<file path="src/rtl/dmem_arbiter_if.sv">
// Requester-side bus of the dmem arbiter: two request ports sharing one
// ack/err/rdata return path.
interface dmem_arbiter_if #(
    parameter int DBITS = 32
);
    logic [1:0]       req;
    logic [1:0]       we;
    logic [DBITS-1:0] addr0;
    logic [DBITS-1:0] addr1;
    logic [DBITS-1:0] wdata0;
    logic [DBITS-1:0] wdata1;
    logic [1:0]       ack;
    logic             err;
    logic [DBITS-1:0] rdata;

    modport master (
        output req, we, addr0, addr1, wdata0, wdata1,
        input  ack, err, rdata
    );

    modport slave (
        input  req, we, addr0, addr1, wdata0, wdata1,
        output ack, err, rdata
    );
endinterface

</file>
<file path="src/rtl/dmem_arbiter.sv">
// Two-port round-robin arbiter in front of the single-port data memory.
// Requester 0 is the microcode memory stage, requester 1 the debug/loader port.
// Each access takes three cycles. The memory strobe is high during ISSUE.
// ack is high during RESP, when the memory's registered read data is valid.
// Accesses out of range or misaligned are rejected with err and never reach memory.
//
// state | meaning
// IDLE  | waiting for a request; arbitrates and captures the winner's access
// ISSUE | mem_en/mem_we/mem_addr/mem_wdata presented to dmem (or suppressed if bad)
// RESP  | ack to the winner, err/rdata valid
module dmem_arbiter #(
    parameter int DBITS    = 32,
    parameter int ADDRBITS = 16,
    parameter int WORDBITS = 2,
    parameter int CNTBITS  = 16
) (
    input  logic                         clk,
    input  logic                         reset,
    dmem_arbiter_if.slave                bus,
    output logic                         mem_en,
    output logic                         mem_we,
    output logic [ADDRBITS-WORDBITS-1:0] mem_addr,
    output logic [DBITS-1:0]             mem_wdata,
    input  logic [DBITS-1:0]             mem_rdata,
    output logic [CNTBITS-1:0]           contention
);

    typedef enum logic [1:0] {IDLE, ISSUE, RESP} state_t;

    state_t           state;
    logic             last;
    logic             win;
    logic             bad;
    logic             cap_we;
    logic             rd_pass;
    logic [1:0]       ack_q;
    logic             err_q;
    logic [CNTBITS-1:0] cnt;

    logic             pick;
    logic             sel_we;
    logic [DBITS-1:0] sel_addr;
    logic [DBITS-1:0] sel_wdata;
    logic             sel_bad;
    logic             inc;

    // Winner selection and address checks on the requester being granted this cycle
    always_comb begin
        pick = 1'b0;
        if (bus.req == 2'b11)
            pick = ~last;
        else if (bus.req[1])
            pick = 1'b1;
        sel_we    = pick ? bus.we[1] : bus.we[0];
        sel_addr  = pick ? bus.addr1 : bus.addr0;
        sel_wdata = pick ? bus.wdata1 : bus.wdata0;
        sel_bad   = (sel_addr[DBITS-1:ADDRBITS] != '0) || (sel_addr[WORDBITS-1:0] != '0);
    end

    // A cycle counts as contention when the non-served requester is waiting
    always_comb begin
        inc = 1'b0;
        if (state == IDLE)
            inc = (bus.req == 2'b11);
        else
            inc = win ? bus.req[0] : bus.req[1];
    end

    // Arbitration FSM with registered memory strobes, ack and contention counter
    always_ff @(posedge clk or posedge reset) begin
        if (reset) begin
            state     <= IDLE;
            last      <= 1'b1;
            win       <= 1'b0;
            bad       <= 1'b0;
            cap_we    <= 1'b0;
            rd_pass   <= 1'b0;
            ack_q     <= 2'b00;
            err_q     <= 1'b0;
            mem_en    <= 1'b0;
            mem_we    <= 1'b0;
            mem_addr  <= '0;
            mem_wdata <= '0;
            cnt       <= '0;
        end else begin
            if (inc && (cnt != '1))
                cnt <= cnt + CNTBITS'(1);
            case (state)
                IDLE: begin
                    ack_q   <= 2'b00;
                    err_q   <= 1'b0;
                    rd_pass <= 1'b0;
                    if (bus.req != 2'b00) begin
                        win    <= pick;
                        if (bus.req == 2'b11)
                            last <= pick;
                        cap_we <= sel_we;
                        bad    <= sel_bad;
                        mem_en <= ~sel_bad;
                        mem_we <= sel_we & ~sel_bad;
                        if (!sel_bad) begin
                            mem_addr  <= sel_addr[ADDRBITS-1:WORDBITS];
                            mem_wdata <= sel_wdata;
                        end
                        state  <= ISSUE;
                    end
                end
                ISSUE: begin
                    mem_en  <= 1'b0;
                    mem_we  <= 1'b0;
                    ack_q   <= win ? 2'b10 : 2'b01;
                    err_q   <= bad;
                    rd_pass <= ~bad & ~cap_we;
                    state   <= RESP;
                end
                RESP: begin
                    ack_q   <= 2'b00;
                    err_q   <= 1'b0;
                    rd_pass <= 1'b0;
                    state   <= IDLE;
                end
                default: begin
                    state <= IDLE;
                end
            endcase
        end
    end

    // dmem returns read data one cycle after the strobe, i.e. during RESP
    assign bus.rdata  = rd_pass ? mem_rdata : '0;
    assign bus.ack    = ack_q;
    assign bus.err    = err_q;
    assign contention = cnt;

endmodule
</file>
<file path="src/flat_wrapper.sv">
// flat-port wrapper written by rule: the top's interface ports become plain ports
module dmem_arbiter_flat 
#(
    parameter int DBITS    = 32,
    parameter int ADDRBITS = 16,
    parameter int WORDBITS = 2,
    parameter int CNTBITS  = 16
)
  (clk, reset, mem_en, mem_we, mem_addr, mem_wdata, mem_rdata, contention, bus_req, bus_we, bus_addr0, bus_addr1, bus_wdata0, bus_wdata1, bus_ack, bus_err, bus_rdata);
  dmem_arbiter_if #(.DBITS(DBITS)) bus_i ();
  input  logic clk;
  input  logic reset;
  output logic mem_en;
  output logic mem_we;
  output logic [ADDRBITS-WORDBITS-1:0] mem_addr;
  output logic [DBITS-1:0] mem_wdata;
  input  logic [DBITS-1:0] mem_rdata;
  output logic [CNTBITS-1:0] contention;
  input wire logic [$bits(bus_i.req)-1:0] bus_req;
  input wire logic [$bits(bus_i.we)-1:0] bus_we;
  input wire logic [$bits(bus_i.addr0)-1:0] bus_addr0;
  input wire logic [$bits(bus_i.addr1)-1:0] bus_addr1;
  input wire logic [$bits(bus_i.wdata0)-1:0] bus_wdata0;
  input wire logic [$bits(bus_i.wdata1)-1:0] bus_wdata1;
  output wire logic [$bits(bus_i.ack)-1:0] bus_ack;
  output wire logic [$bits(bus_i.err)-1:0] bus_err;
  output wire logic [$bits(bus_i.rdata)-1:0] bus_rdata;
  assign bus_i.req = bus_req;
  assign bus_i.we = bus_we;
  assign bus_i.addr0 = bus_addr0;
  assign bus_i.addr1 = bus_addr1;
  assign bus_i.wdata0 = bus_wdata0;
  assign bus_i.wdata1 = bus_wdata1;
  assign bus_ack = bus_i.ack;
  assign bus_err = bus_i.err;
  assign bus_rdata = bus_i.rdata;
  dmem_arbiter #(.DBITS(DBITS), .ADDRBITS(ADDRBITS), .WORDBITS(WORDBITS), .CNTBITS(CNTBITS)) u_core (.clk(clk), .reset(reset), .bus(bus_i), .mem_en(mem_en), .mem_we(mem_we), .mem_addr(mem_addr), .mem_wdata(mem_wdata), .mem_rdata(mem_rdata), .contention(contention));
endmodule
</file>
<file path="config.mk">
export PLATFORM = sky130hd
export DESIGN_NAME = dmem_arbiter_flat
export DESIGN_NICKNAME = d
export VERILOG_FILES = /design/src/rtl/dmem_arbiter_if.sv /design/src/rtl/dmem_arbiter.sv /design/src/flat_wrapper.sv
export SDC_FILE = /design/constraint.sdc
export NUM_CORES = 1
export LEC_CHECK = 0
export CAP_MARGIN = 20
export CORE_MARGIN = 1.5
export CORE_UTILIZATION = 36
export CTS_CLUSTER_SIZE = 16
export DETAILED_ROUTE_END_ITERATION = 8
export HOLD_SLACK_MARGIN = 0.05
export PLACE_DENSITY_LB_ADDON = 0.3
export RECOVER_POWER = 25
export SLEW_MARGIN = 40
export SYNTH_ARGS = -nofsm -noshare
export SYNTH_HDL_FRONTEND = slang
export SYNTH_SLANG_ARGS = --single-unit
</file>
<file path="constraint.sdc">
create_clock -name clk -period 3.3 [get_ports clk]
set_input_delay 0.66 -clock clk [delete_from_list [all_inputs] [get_ports clk]]
set_output_delay 0.66 -clock clk [all_outputs]
set_load 0.02 [all_outputs]
</file>
Word-level counts from Yosys, hierarchy flattened
Cells that the tools add are included.

Add/subtract/negate cells: 1. Eq/ne operators: 5. Muxes and demuxes: 18. Bitwise logic cells: 6. Reductions and logical operators: 13.

Operators by type and width (number): two-way mux 32 bit (3); adder 16 x 1 -> 16 bit, second input constant (1); inequality test 16 bit, second input constant (1); nonzero test 16 bit (1); one-hot mux 1 bit (2 select lines) (4); one-hot mux 2 bit (2 select lines) (2); nonzero test 2 bit (4); two-way mux 1 bit (7); AND reduction 3 bit (2); == test 2 bit, second input constant (2); two-way mux 2 bit (2); inverter 1 bit (4); AND reduction 2 bit (2); AND 1 bit (2); == test 2 x 1 -> 1 bit, second input constant (1); logical NOT 2 bit (1); inequality test 2 bit, second input constant (1); OR reduction 2 bit (1); logical AND 1 bit (1); logical OR 1 bit (1).

Bits in registers: 74. Input bits: 166. Output and inout port bits: 99. Word-level logic and storage cells: 56.

Depth between registers and ports, before layout
Word-level depth: 9. Gate-level depth with buffers: 6. Mapped depth without buffers: 5.

Worst setup path after synthesis
Ideal clock, no wire load.

Path kind: input-to-reg. Start: input bus_addr0[29]. End: register u_core.mem_wdata[10]. Library setup time: 0.125 ns. Data arrival time: 2.149 ns. Data required time: 3.175 ns. Path slack: 1.027 ns. Cell stages on the path: 5. Buffers on the path: 1. Path through: nor4_1 nand4b_1 o32ai_4 buf_6 mux2_2.

Longest elaborated chain between the ends: 5.

Ends and longest elaborated chain: start, declared (line flat_wrapper.sv:21) `input wire logic [$bits(bus_i.addr0)-1:0] bus_addr0;`; two-way mux 32 bit (line dmem_arbiter.sv:55) `sel_addr = pick ? bus.addr1 : bus.addr0;`; nonzero test 16 bit (line dmem_arbiter.sv:57) `sel_bad = (sel_addr[DBITS-1:ADDRBITS] != '0) || (sel_addr[WORDBITS-1:0] != '0);`; logical OR 1 bit (line dmem_arbiter.sv:57); inverter 1 bit (no line); AND reduction 3 bit (no line); end signal, assigned (line dmem_arbiter.sv:103) `mem_wdata <= sel_wdata;`; end, declared (line dmem_arbiter.sv:23) `output logic [DBITS-1:0] mem_wdata,`.

No other way between the ends. A chain may end at the register's enable or synchronous reset.

Final worst setup path
Start: register u_core.rd_pass. End: output bus_rdata[21].

Longest elaborated chain between the ends: 1.

Ends and longest elaborated chain: start, declared (line dmem_arbiter.sv:35) `logic rd_pass;`; start signal, assigned (line dmem_arbiter.sv:113) `rd_pass <= ~bad & ~cap_we;`; two-way mux 32 bit (line dmem_arbiter.sv:130) `assign bus.rdata = rd_pass ? mem_rdata : '0;`; end, declared (line flat_wrapper.sv:27) `output wire logic [$bits(bus_i.rdata)-1:0] bus_rdata;`.

No other way between the ends.

==> summary.txt <==
Worst setup path
  – Critical Path AT: 1.94 ns
  – Slowest cell delay on critical path: 0.76 ns
  – CP required: 2.64 ns
  – Crit-path max FO: 33
  – Worst setup SP type: flip-flop
  – Reg2Reg Depth: 5
  – Crit-path slowest cell: dfrtp_1
  – Critical Path Sink Type: output pin
  – Crit-path cells: and2_1 > clkdlybuf4s50_1
  – Setup CP Type: reg2out

Detailed routing
  – DRC: 0
  – DRT iter0 DRCs: 72
  – Drt first pass iters: 4
  – Routed Antenna Nets: 0
  – DR vias/cell: 4.878
  – Vias: 3,517
  – Drt wl/cell: 17.23 µm
  – DRT Wirelength: 12,420 µm

Pwr
  – Pint: 0.001903 W
  – P_sw: 0.0008526 W
  – Clock power frac: 25.7%
  – Comb power frac: 32.8%
  – P per Cell Area: 401.5 nW/µm²
  – Part of the power in registers: 41.5%
  – Switch share: 30.94%
  – Worst IR Drop VDD: 483.0 µV
  – Leakage: 2.844 nW

Yosys
  – Sequential fraction of the synthesis area: 47.81%
  – Synth Warn #: 0
  – Main flop type after synthesis: dfrtp_1
  – Synth cell types: 40
  – Post-synth net total: 481
  – Mapped cell area: 3876 µm²
  – Avg Cell Area, Syn: 12.34 µm²
  – Post-synth EDFFs: 0
  – Mapped Cells: 314
  – Ys async rst share: 100.0%
  – Synthesized flop and latch total: 74

Cells and area
  – Final core occ: 66.19%
  – Multi-input gate area: 1921 µm²
  – Post-Layout Cell Count: 721
  – Seq. cell area: 1853 µm²
  – Area delta synth->final: 77.08%
  – Ant diodes: 0
  – Most frequent cells in the layout: clkdlybuf4s50_1 (262), mux2_2 (92), dfrtp_1 (73), and2_1 (32), nor4_1 (16)
  – FILL cells: 847
  – Share of layout cells above drive strength 1: 19.83%
  – Final #Nets: 747
  – Most common cell after layout, fill and taps aside: clkdlybuf4s50_1

Timing
  – Slew at the pin with the worst max-slew slack: 1.277 ns
  – Fin Setup TNS: 0 ns
  – Fin worst setup slack: 0.6979 ns
  – Fmax: 384.3 MHz
  – Final hold vios: 0
  – Final cycle utilization of the critical path: 78.85%
  – Setup violators final: 0
  – RSZ-0062 raised after global routing: no
  – Final hold slack: 0.4956 ns
  – Worst Clk Skew: 0.01981 ns
  – Slew Limit Fails: 0
  – Slew HR: 14.79%
  – Period minus WS final: 2.602 ns

Floorplan
  – # IOs: 265
  – # rows: 37
  – Die ar.: 11,400 µm²
  – Die width: 106.8 µm
  – Die span in y: 106.8 µm
  – Initial core utilization: 37.38%
  – Core Area: 10,370 µm²

Clocking
  – CTS Buf Count: 9
  – Post-CTS Setup Bufs: 0
  – Resized Gates After CTS: 0
  – Clk buf depth: 2
  – CTS tree: yes
  – Clk pin slew, worst setup/hold paths: 0.07 ns
  – Clock sinks: 74
  – CTS hold repair buffers: 0
  – Worst skew pair latency: 0.35 ns
  – H-tree depth: 3
  – Root Buffer: clkbuf_8

Hold path
  – Hold depth: 1
  – Hold Crit Class: reg2reg

Outcome
  – Status: finished, final reports clean

Global route
  – Initial antenna violation count: 0
  – First-pass GRT wire length: 18,960 µm
  – Grt total ovfl: 0
  – Largest net degree at the start of global routing: 47
  – GRT Util Overall: 21.71%
  – Vias in the first global route: 3,535

Placement
  – HPWL Detailed: 10,020 µm
  – Port Buf Inserts: 264
  – Placed insts: 705
  – Dpl ws: 0.4266 ns
  – RePlAce Congestion: 0.7868

Job
  – Max_cap viols: 0
==> cells in the mapped netlist (5+ instances only) <==
cell      number  area share (%)
clkbuf_1       7            0.68
nand3_1        5            0.65
inv_1          5            0.48
nor2_1         5            0.48
nor3_1         5            0.65
and2_1        32             5.2
dfrtp_1       73              47
nor4_1        16             2.6
xor2_1        13             2.9
nand4_1        6            0.97
nand2_1        9            0.87
buf_6          5             1.5
mux2_2        92              27
==> metrics by stage <==
stage | area, µm² | total power, W
final | 6864 | 0.002756
after global routing | 6864 | 0.002910
after CTS | 6864 | 0.002787
after detailed placement | 6668 | 0.002070
after global placement | 6668 | 0.002048
after floorplan | 3876 | 0.001610
==> worst max-delay path: cells and delay by family (launching register included) <==
family / cells / cell delay, ns
buffers and inverters: 1 / 0.61
flip-flops: 1 / 0.76
AND/OR/NAND/NOR: 1 / 0.23
==> logic make-up (layout without fill, tap and decap cells) <==
| logic type | after synthesis | count (layout) | synth area share (%) |
|---|---|---|---|
| buffers and inverters | 19 | 290 | 2.840 |
| and+or+nand+nor | 93 | 93 | 14.01 |
| xor gates and xnor gates | 14 | 14 | 3.163 |
| AOI/OAI and AO/OA | 15 | 15 | 3.487 |
| adders and majority gates | 1 | 1 | 0.3227 |
| muxes | 98 | 98 | 28.37 |
| DFF | 74 | 74 | 47.81 |
==> sequential cells by signal, summed over array words and instances, names as in the netlist, 2 cells and up <==
| register | flops |
|---|---|
| u_core.state | 2 |
| u_core.mem_wdata | 32 |
| u_core.bus.ack | 2 |
| u_core.contention | 16 |
| u_core.mem_addr | 14 |
==> power groups by stage <==
stage / sequential (W) / combinational (W) / clock (W)
after CTS: 0.00115 / 0.000917 / 0.000725
after global routing: 0.00116 / 0.000980 / 0.000765
after detailed placement: 0.00116 / 0.000911 / 0
after global placement: 0.00116 / 0.000893 / 0
final: 0.00114 / 0.000903 / 0.000708
after floorplan: 0.00122 / 0.000392 / 0
==> path summary, 6_finish.rpt <==
path / startpoint / endpoint / slack, ns
setup / recovery: u_core.rd_pass / bus_rdata[21] / 0.70
hold / removal: u_core.mem_wdata[5] / u_core.mem_wdata[5] / 0.50
setup reg to reg: u_core.contention[0] / u_core.contention[1] / 1.11
hold reg to reg: u_core.mem_wdata[5] / u_core.mem_wdata[5] / 0.50
max in group asynchronous: reset / u_core.mem_wdata[27] / 1.34
min in group asynchronous: reset / u_core.mem_wdata[22] / 1.10
==> routing by layer <==
metal / global-route usage [%] / part of all wire, %
met5: 0 / 0
met4: 9.238 / 2.7
met3: 5.471 / 7.7
met2: 39.06 / 52
met1: 24.23 / 38
==> cell type report <==
type	instances	share of cell area (%)
timing repair buffer	269	39.41
tap	136	2.479
multi-input combinational	221	27.98
clock buffer	12	2.114
clock inverter	4	0.7474
sequential	74	27.00
inverter	5	0.2734
Power figures use the tool's default switching activity.
